===== src/rtl/mmio_uart_tx.sv =====
// mmio_uart_tx: memory-mapped UART transmitter on the CPU data-memory bus.
// A store to TXDATA pushes a byte into a small circular FIFO. An FSM pops bytes
// and serialises them LSB first as 8N1 frames on txd. STATUS and CTRL are read
// through a combinational port that the top level muxes into memreaddata.
// Optional feature macro: UART_TX_PARITY_EN adds an even-parity bit between the
// data bits and the stop bit, and sets STATUS bit4 to 1.
//
// Bus handshake: memwrite is a single-cycle store strobe qualified by memaddr.
// There is no ready/backpressure. A store to TXDATA while the FIFO is full is
// dropped and recorded in the sticky ovf flag. Reads are purely combinational
// and have no side effects.
module mmio_uart_tx #(
  parameter logic [31:0] BASE_ADDR    = 32'hFFFF_0000,
  parameter int          CLKS_PER_BIT = 16,
  parameter int          FIFO_AW      = 3
) (
  input  logic        clk,
  input  logic        reset,
  input  logic        memwrite,
  input  logic [31:0] memaddr,
  input  logic [31:0] memwritedata,
  output logic        sel,
  output logic [31:0] rdata,
  output logic        txd,
  output logic        busy,
  output logic [2:0]  dbg_state_o
);

  localparam int                 DEPTH       = 1 << FIFO_AW;
  localparam int                 BW          = $clog2(CLKS_PER_BIT);
  localparam logic [BW-1:0]      BAUD_RELOAD = BW'(CLKS_PER_BIT - 1);
  localparam logic [BW-1:0]      BAUD_ONE    = BW'(1);
  localparam logic [FIFO_AW:0]   PTR_ONE     = (FIFO_AW + 1)'(1);
`ifdef UART_TX_PARITY_EN
  localparam logic               PARITY_PRESENT = 1'b1;
`else
  localparam logic               PARITY_PRESENT = 1'b0;
`endif

  typedef enum logic [2:0] {
    ST_IDLE   = 3'd0,
    ST_START  = 3'd1,
    ST_DATA   = 3'd2,
    ST_STOP   = 3'd3,
    ST_PARITY = 3'd4
  } state_e;

  // ---------------------------------------------------------------------------
  // Address decode (full-word compare; byte offsets inside a word are not decoded)
  // ---------------------------------------------------------------------------
  logic wr_txdata;
  logic wr_ctrl;
  logic unused_wd;

  assign sel       = (memaddr[31:4] == BASE_ADDR[31:4]);
  assign wr_txdata = memwrite && (memaddr == BASE_ADDR);
  assign wr_ctrl   = memwrite && (memaddr == (BASE_ADDR + 32'h8));
  assign unused_wd = ^memwritedata[31:8];

  // ---------------------------------------------------------------------------
  // FIFO: circular buffer with one extra pointer bit to tell full from empty
  // ---------------------------------------------------------------------------
  logic [7:0]       mem_q [DEPTH];
  logic [FIFO_AW:0] wptr_q, wptr_d;
  logic [FIFO_AW:0] rptr_q, rptr_d;
  logic             empty;
  logic             full;
  logic             push;
  logic             pop;
  logic [7:0]       head;

  assign empty = (wptr_q == rptr_q);
  assign full  = (wptr_q[FIFO_AW] != rptr_q[FIFO_AW]) &&
                 (wptr_q[FIFO_AW-1:0] == rptr_q[FIFO_AW-1:0]);
  // full is judged before any same-cycle pop, so a push into a full FIFO drops
  assign push  = wr_txdata && !full;
  assign head  = mem_q[rptr_q[FIFO_AW-1:0]];

  // Pointer next-state: each pointer advances independently
  always_comb begin
    wptr_d = wptr_q;
    rptr_d = rptr_q;
    if (push) wptr_d = wptr_q + PTR_ONE;
    if (pop)  rptr_d = rptr_q + PTR_ONE;
  end

  // Pointer registers
  always_ff @(posedge clk or negedge reset) begin
    if (!reset) begin
      wptr_q <= '0;
      rptr_q <= '0;
    end else begin
      wptr_q <= wptr_d;
      rptr_q <= rptr_d;
    end
  end

  // Storage array; contents are don't-care while the pointers say empty
  always_ff @(posedge clk) begin
    if (push) mem_q[wptr_q[FIFO_AW-1:0]] <= memwritedata[7:0];
  end

  // ---------------------------------------------------------------------------
  // Control / status registers
  // ---------------------------------------------------------------------------
  logic en_q;
  logic ovf_q;

  // CTRL enable and sticky overflow flag
  always_ff @(posedge clk or negedge reset) begin
    if (!reset) begin
      en_q  <= 1'b1;
      ovf_q <= 1'b0;
    end else begin
      if (wr_ctrl) en_q <= memwritedata[0];
      if (wr_txdata && full)                ovf_q <= 1'b1;
      else if (wr_ctrl && memwritedata[1])  ovf_q <= 1'b0;
    end
  end

  // ---------------------------------------------------------------------------
  // Transmit FSM
  // ---------------------------------------------------------------------------
  state_e        state_q, state_d;
  logic [BW-1:0] baud_q, baud_d;
  logic [2:0]    bit_q, bit_d;
  logic [7:0]    shift_q, shift_d;
  logic          txd_q, txd_d;
  logic          busy_q, busy_d;
`ifdef UART_TX_PARITY_EN
  logic          par_q, par_d;
`endif

  // Next-state and serial output; every state or bit change reloads the baud counter
  always_comb begin
    state_d = state_q;
    baud_d  = baud_q;
    bit_d   = bit_q;
    shift_d = shift_q;
    txd_d   = txd_q;
    pop     = 1'b0;
`ifdef UART_TX_PARITY_EN
    par_d   = par_q;
`endif
    case (state_q)
      ST_IDLE: begin
        txd_d = 1'b1;
        if (en_q && !empty) begin
          pop     = 1'b1;
          shift_d = head;
`ifdef UART_TX_PARITY_EN
          par_d   = ^head;
`endif
          state_d = ST_START;
          txd_d   = 1'b0;
          baud_d  = BAUD_RELOAD;
        end
      end
      ST_START: begin
        if (baud_q == '0) begin
          state_d = ST_DATA;
          txd_d   = shift_q[0];
          bit_d   = 3'd0;
          baud_d  = BAUD_RELOAD;
        end else begin
          baud_d = baud_q - BAUD_ONE;
        end
      end
      ST_DATA: begin
        if (baud_q == '0) begin
          baud_d = BAUD_RELOAD;
          if (bit_q == 3'd7) begin
`ifdef UART_TX_PARITY_EN
            state_d = ST_PARITY;
            txd_d   = par_q;
`else
            state_d = ST_STOP;
            txd_d   = 1'b1;
`endif
          end else begin
            bit_d   = bit_q + 3'd1;
            shift_d = {1'b0, shift_q[7:1]};
            txd_d   = shift_q[1];
          end
        end else begin
          baud_d = baud_q - BAUD_ONE;
        end
      end
`ifdef UART_TX_PARITY_EN
      ST_PARITY: begin
        if (baud_q == '0) begin
          state_d = ST_STOP;
          txd_d   = 1'b1;
          baud_d  = BAUD_RELOAD;
        end else begin
          baud_d = baud_q - BAUD_ONE;
        end
      end
`endif
      ST_STOP: begin
        if (baud_q == '0) begin
          baud_d = BAUD_RELOAD;
          // Chain straight into the next start bit so back-to-back frames have no gap
          if (en_q && !empty) begin
            pop     = 1'b1;
            shift_d = head;
`ifdef UART_TX_PARITY_EN
            par_d   = ^head;
`endif
            state_d = ST_START;
            txd_d   = 1'b0;
          end else begin
            state_d = ST_IDLE;
            txd_d   = 1'b1;
          end
        end else begin
          baud_d = baud_q - BAUD_ONE;
        end
      end
      default: begin
        state_d = ST_IDLE;
        txd_d   = 1'b1;
        baud_d  = '0;
      end
    endcase
    busy_d = (state_d != ST_IDLE) || (wptr_d != rptr_d);
  end

  // FSM state, counters, shift register and registered outputs
  always_ff @(posedge clk or negedge reset) begin
    if (!reset) begin
      state_q <= ST_IDLE;
      baud_q  <= '0;
      bit_q   <= '0;
      shift_q <= '0;
      txd_q   <= 1'b1;
      busy_q  <= 1'b0;
`ifdef UART_TX_PARITY_EN
      par_q   <= 1'b0;
`endif
    end else begin
      state_q <= state_d;
      baud_q  <= baud_d;
      bit_q   <= bit_d;
      shift_q <= shift_d;
      txd_q   <= txd_d;
      busy_q  <= busy_d;
`ifdef UART_TX_PARITY_EN
      par_q   <= par_d;
`endif
    end
  end

  assign txd         = txd_q;
  assign busy        = busy_q;
  assign dbg_state_o = state_q;

  // ---------------------------------------------------------------------------
  // Combinational read port; unmapped offsets and TXDATA read as zero
  // ---------------------------------------------------------------------------
  always_comb begin
    rdata = '0;
    if (sel) begin
      case (memaddr[3:0])
        4'h4:    rdata = {27'b0, PARITY_PRESENT, ovf_q, busy_q, full, empty};
        4'h8:    rdata = {31'b0, en_q};
        default: rdata = '0;
      endcase
    end
  end

endmodule


===== config.mk =====
export PLATFORM = sky130hd
export DESIGN_NAME = mmio_uart_tx
export DESIGN_NICKNAME = d
export VERILOG_FILES = /design/src/rtl/mmio_uart_tx.sv
export SDC_FILE = /design/constraint.sdc
export NUM_CORES = 1
export LEC_CHECK = 0
export BUFFER_PORTS_ARGS = -buffer_cell sky130_fd_sc_hd__buf_2
export CAP_MARGIN = 20
export CORE_ASPECT_RATIO = 0.9
export CORE_UTILIZATION = 50
export DETAILED_ROUTE_END_ITERATION = 8
export PLACE_DENSITY = 0.83
export SLEW_MARGIN = 20
export SYNTH_ARGS = -nofsm -noshare
export SYNTH_HDL_FRONTEND = slang
export SYNTH_SLANG_ARGS = --single-unit

===== constraint.sdc =====
create_clock -name clk -period 6.8 [get_ports clk]
set_input_delay 0.34 -clock clk [delete_from_list [all_inputs] [get_ports clk]]
set_output_delay 0.34 -clock clk [all_outputs]
set_load 0.02 [all_outputs]

; After elaboration in Yosys (flattened, before gate mapping)
; Memories as Yosys holds them, arrays and structs flattened.
; Index checks and enable logic that the tools add are counted.
; W data, S select, Z words.
[word_totals]
register_bits = 30
latchBits = 0
mem_count = 1
ram_bits = 64
in_bits = 67
rom_bits = 0
[op_classes]
mul = 0
n_mux = 36
n_reduce_logical = 20
order_cmp = 0
div_mod_pow = 0
add_sub_neg = 4
shift = 0
n_eq_ne = 18
n_bitwise = 0
[memory_table]
columns = memory, words, word_bits, read_ports, rd_clocked_by_memory_dff, wr, line_no
row1 = mem_q, 8, 8, 1, 0, 1, 63  ; logic [7:0] mem_q [DEPTH];
[ops]
columns = op, count
row1 = $eq A32 B32 Y1 const B, 2
row2 = $mux W32, 1
row3 = $mux W8, 4
row4 = $eq A28 B28 Y1 const B, 1
row5 = $mux W3, 8
row6 = $pmux W8 S3, 1
row7 = $mux W4, 4
row8 = $pmux W4 S2, 2
row9 = $mux W1, 12
row10 = $pmux W3 S4, 1
row11 = $ne A2 B2 Y1 const B, 5
row12 = $add A4 B1 Y4 const B, 2
row13 = $reduce_and A4 Y1, 2
row14 = $logic_and A1 B1 Y1, 7
row15 = $eq A3 B2 Y1 const B, 2
row16 = $pmux W3 S2, 1
row17 = $reduce_bool A3 Y1, 2
row18 = $eq A4 B3 Y1 const B, 1
row19 = $eq A4 B4 Y1, 1
row20 = $eq A4 B4 Y1 const B, 1
row21 = $logic_not A4 Y1, 1
row22 = $ne A4 B4 Y1, 1
row23 = $pmux W1 S4, 1
row24 = $reduce_bool A2 Y1, 2
row25 = other kinds (12), 13

; Logic depth before layout (Yosys ltp)
[logic_depth]
word_depth = 9
ltp_mapped = 9
depth_no_buf = 8

; Worst setup path before layout
; No wires, ideal clock.
[synth_timing]
path_kind = input -> register
from = input memaddr[6]
to = memory mem_q[2][0] (enable)
t_arrival_ns = 2.790
path_slack_ns = 3.612
stages = 6
required_time_ns = 6.402
path_cell_list = nor4_2 > nand4_1 > or3_1 > or4_4 > buf_6 > nor4b_1
[synth_between]
elab_chain_cells = 5
[synth_rtl]
columns = item, line_no
row1 = start: declaration, 20  ; input logic [31:0] memaddr,
row2 = $eq A32 B32 Y1, 56  ; assign wr_txdata = memwrite && (memaddr == BASE_ADDR);
row3 = $logic_and A1 B1 Y1, 56
row4 = $logic_and A1 B1 Y1, 76  ; assign push = wr_txdata && !full;
row5 = $mux W1, 100  ; if (push) mem_q[wptr_q[FIFO_AW-1:0]] <= memwritedata[7:0];
row6 = $mux W1 (not written as such), 100
row7 = end: declaration, 63
; No other way between the ends.

; Worst setup path after layout
[layout_timing]
from = register rptr_q[1]
to = register busy_q (netlist: busy)
[layout_between]
elab_chain_cells = 9
word_cells_on_any_way = 20
[layout_rtl]
columns = item, line_no
row1 = start: declaration, 65  ; logic [FIFO_AW:0] rptr_q, rptr_d;
row2 = start signal: assignment, 94  ; rptr_q <= rptr_d;
row3 = $eq A4 B4 Y1, 72  ; assign empty = (wptr_q == rptr_q);
row4 = $logic_not A1 Y1, "148, 204"
row5 = $logic_and A1 B1 Y1, "148, 204"
row6 = $mux W1, "148, 204"
row7 = $mux W1, 201  ; if (baud_q == '0) begin
row8 = $pmux W1 S2, 145  ; case (state_q)
row9 = $mux W4, 84  ; if (pop) rptr_d = rptr_q + PTR_ONE;
row10 = $ne A4 B4 Y1, 226  ; busy_d = (state_d != ST_IDLE) || (wptr_d != rptr_d);
row11 = $logic_or A1 B1 Y1 (*), 226
row12 = named net busy_d, 129  ; logic busy_q, busy_d;
row13 = end signal: assignment, 247  ; busy_q <= busy_d;
row14 = end: declaration, 129
; The timed path passes the listed nets; every way through them passes the cells marked *.
; A chain may end at the register's enable or synchronous reset.

==> impl_metrics.ini <==
[global_route]
grt_pass1_wl_um = 13000
grt_antenna_before_repair = 0
overflow = 0
grt_max_degree = 31
track_usage_pct = 18.7
grt_pass1_vias = 2634

[logic_synthesis]
yosys.cell_types.count = 56
syn_area_mm2 = 0.00453
async_reset_ff_share_pct = 31.9
synth_edf_count = 64
synth_top_flop_cell = edfxtp_1
synthTopCellsByArea = edfxtp_1 (42%), dfrtp_1 (15%), mux4_2 (8.0%)
synth_top_cell_area_share_pct = 42.4
synth_top_cell_by_area = edfxtp_1
synth_cells = 320
ys_ff_latch = 94
syn_avg_cell_area_um2 = 14.2
yosysSeqAreaShare_pct = 59.0
yosys_warnings = 0

[placed_design]
port_buffers = 52
dp_slack_ns = 3.31
finalWeightedCongestion = 0.718
place_hpwl_um = 5520

[drt]
drc = 0
firstDrtPassIters = 4
vias = 2683
routed_wl_um = 7930
drt_first_iter_violations = 117
vias_per_cell = 5.44
drt.antenna.violating_nets = 0
wire_per_inst_um = 16.1

[clock_tree]
ctsHoldBuffers = 0
numCtsBuffers = 9
clkSlewWorstSetupHoldPaths_ns = 0.10
clkSinkCount = 94
cts_root_buffer = clkbuf_8
cts_tree = done
clockBufferDepth = 2
postCtsSetupBuffers = 0
ctsResizeCount = 0
worstSkewPairLatency_ns = 0.36
ctsHtreeMaxLevel = 3

[setup_path]
end_kind = flop
cp_max_fo = 20
start_kind = flop
worstSetupPathType = reg -> reg
required_ns = 7.03
critPathArrivalTime_ns = 3.48

[pwr]
leakage_nw = 1.95
power_mw = 1.04
cellPowerDensity_mw_per_mm2 = 206
ir_drop_mv = 0.117

[timing]
tightest_slew_ns = 0.909
period_needed_ns = 3.24
final-hold-violation-count = 12
report.final.slew_viol_count = 0
clock-skew-final_ns = 0.0130
rsz0062_at_grt = no
setup_tns_ns = 0
setup_violations = 0
fmax_mhz = 308
fin_hold_ws_ns = -0.00654
fin_ws_ns = 3.56
period_share_pct = 47.7
relSlewSlack_pct = 39.4

[floorplanning]
core_mm2 = 0.00869
die_w_um = 102
num_io_pins = 105
rows = 32
die-area_mm2 = 0.00945
initial_core_util_pct = 52.1
die_h_um = 92.3

[layout]
antenna_cells = 0
area_delta_synth_final_pct = 10.9
drive_gt1_share_pct = 29.7
layout_commonest_cell = edfxtp_1
nNetsFinal = 441
most-common-layout-cells = edfxtp_1 (64), buf_2 (52), conb_1 (29)

[min_path]
hold_class = in -> async

[status]
violations = hold timing
status = finished, violations left

[job]
cap_violations = 0
-- cells in the mapped netlist (2+ instances only) --
| library cell | instances |
|---|---|
| xor2_1 | 8 |
| a211oi_1 | 2 |
| nor2b_1 | 4 |
| buf_2 | 2 |
| a221oi_1 | 2 |
| o21ai_0 | 9 |
| nand3b_1 | 4 |
| clkbuf_1 | 12 |
| nor3b_1 | 2 |
| or4b_1 | 2 |
| dfstp_2 | 2 |
| or3b_1 | 2 |
| nor4_1 | 4 |
| ha_1 | 5 |
| a21oi_1 | 5 |
| nor3_1 | 6 |
| nor4_2 | 3 |
| nor4b_1 | 4 |
| nand2b_1 | 2 |
| or3_1 | 2 |
| nor2_1 | 15 |
| xnor2_1 | 9 |
| buf_1 | 2 |
| a22o_1 | 2 |
| nand2_1 | 16 |
| or2_2 | 2 |
| a31oi_1 | 2 |
| dfrtp_1 | 28 |
| and3_1 | 3 |
| nand4_1 | 5 |
| edfxtp_1 | 64 |
| mux2_2 | 10 |
| inv_1 | 5 |
| mux2i_1 | 9 |
| mux4_2 | 16 |
| buf_4 | 29 |
| nand3_1 | 2 |
-- layout make-up --
cell class	instances	area, um^2
fill	690	3660
multi-input combinational	203	1680
timing repair buffer	56	290
clock inverter	7	86.3
sequential	94	2680
inverter	5	18.8
tap	119	149
clock buffer	9	124
-- final timing paths --
| check | startpoint | to | slack [ns] | depth (start not counted) |
|---|---|---|---|---|
| max reg2reg | rptr_q[1] | busy | 3.56 | 6 |
| min in group clk | memwritedata[3] | mem_q[2][3] | 0.24 | 1 |
| min reg2reg | bit_q[2] | bit_q[2] | 0.53 | 1 |
| max | rptr_q[1] | busy | 3.56 | 6 |
| max in group asynchronous | reset | wptr_q[1] | 6.37 | 1 |
| min | reset | baud_q[0] | -0.007 | 1 |
-- metal layers --
metal / GRT usage [%] / wire (um)
met4: 5.48 / 120
met1: 23.0 / 3330
met2: 32.5 / 4180
met3: 4.53 / 305
met5: 0 / 0
-- critical path, stage by stage, from the launching register on --
cell	delay, ns
dfrtp_1	0.95
xor2_1	0.29
nor4_1	0.63
nor2_1	0.12
and3_1	0.38
xnor2_1	0.22
or4b_1	0.52
-- sequential cells by signal, summed over array words and instances, names as in the netlist --
register     count
ovf_q            1
shift_q          8
bit_q            3
rptr_q           4
mem_q           64
en_q             1
txd              1
wptr_q           4
baud_q           4
dbg_state_o      3
busy             1
-- power by group --
group / leakage [nW] / internal [mW] / switching [mW]
Combinational: 0.861 / 0.0104 / 0.0272
Sequential: 0.985 / 0.612 / 0.00142
Clock: 0.104 / 0.178 / 0.207
-- kinds of logic (layout without fill, tap and decap cells) --
kind of cell	after synthesis	count (layout)	share of synthesized area, %
AOI/OAI and AO/OA	32	32	4.92
xor gates and xnor gates	19	19	4.14
adders and majority gates	5	5	1.38
buffers and inverters	51	77	6.85
DFF	94	94	59.0
muxes	36	36	12.7
other	1	29	0.0828
and+or+nand+nor	82	82	10.9
-- per-stage QoR --
stage	util, %	std cells	area, um^2
floorplan	-	348	4640
global placement	55.2	477	4800
detailed placement	55.2	477	4800
CTS	57.6	493	5010
global route	57.8	493	5020
finish	57.8	493	5020
No activity file was read; power rests on OpenSTA's default activity.
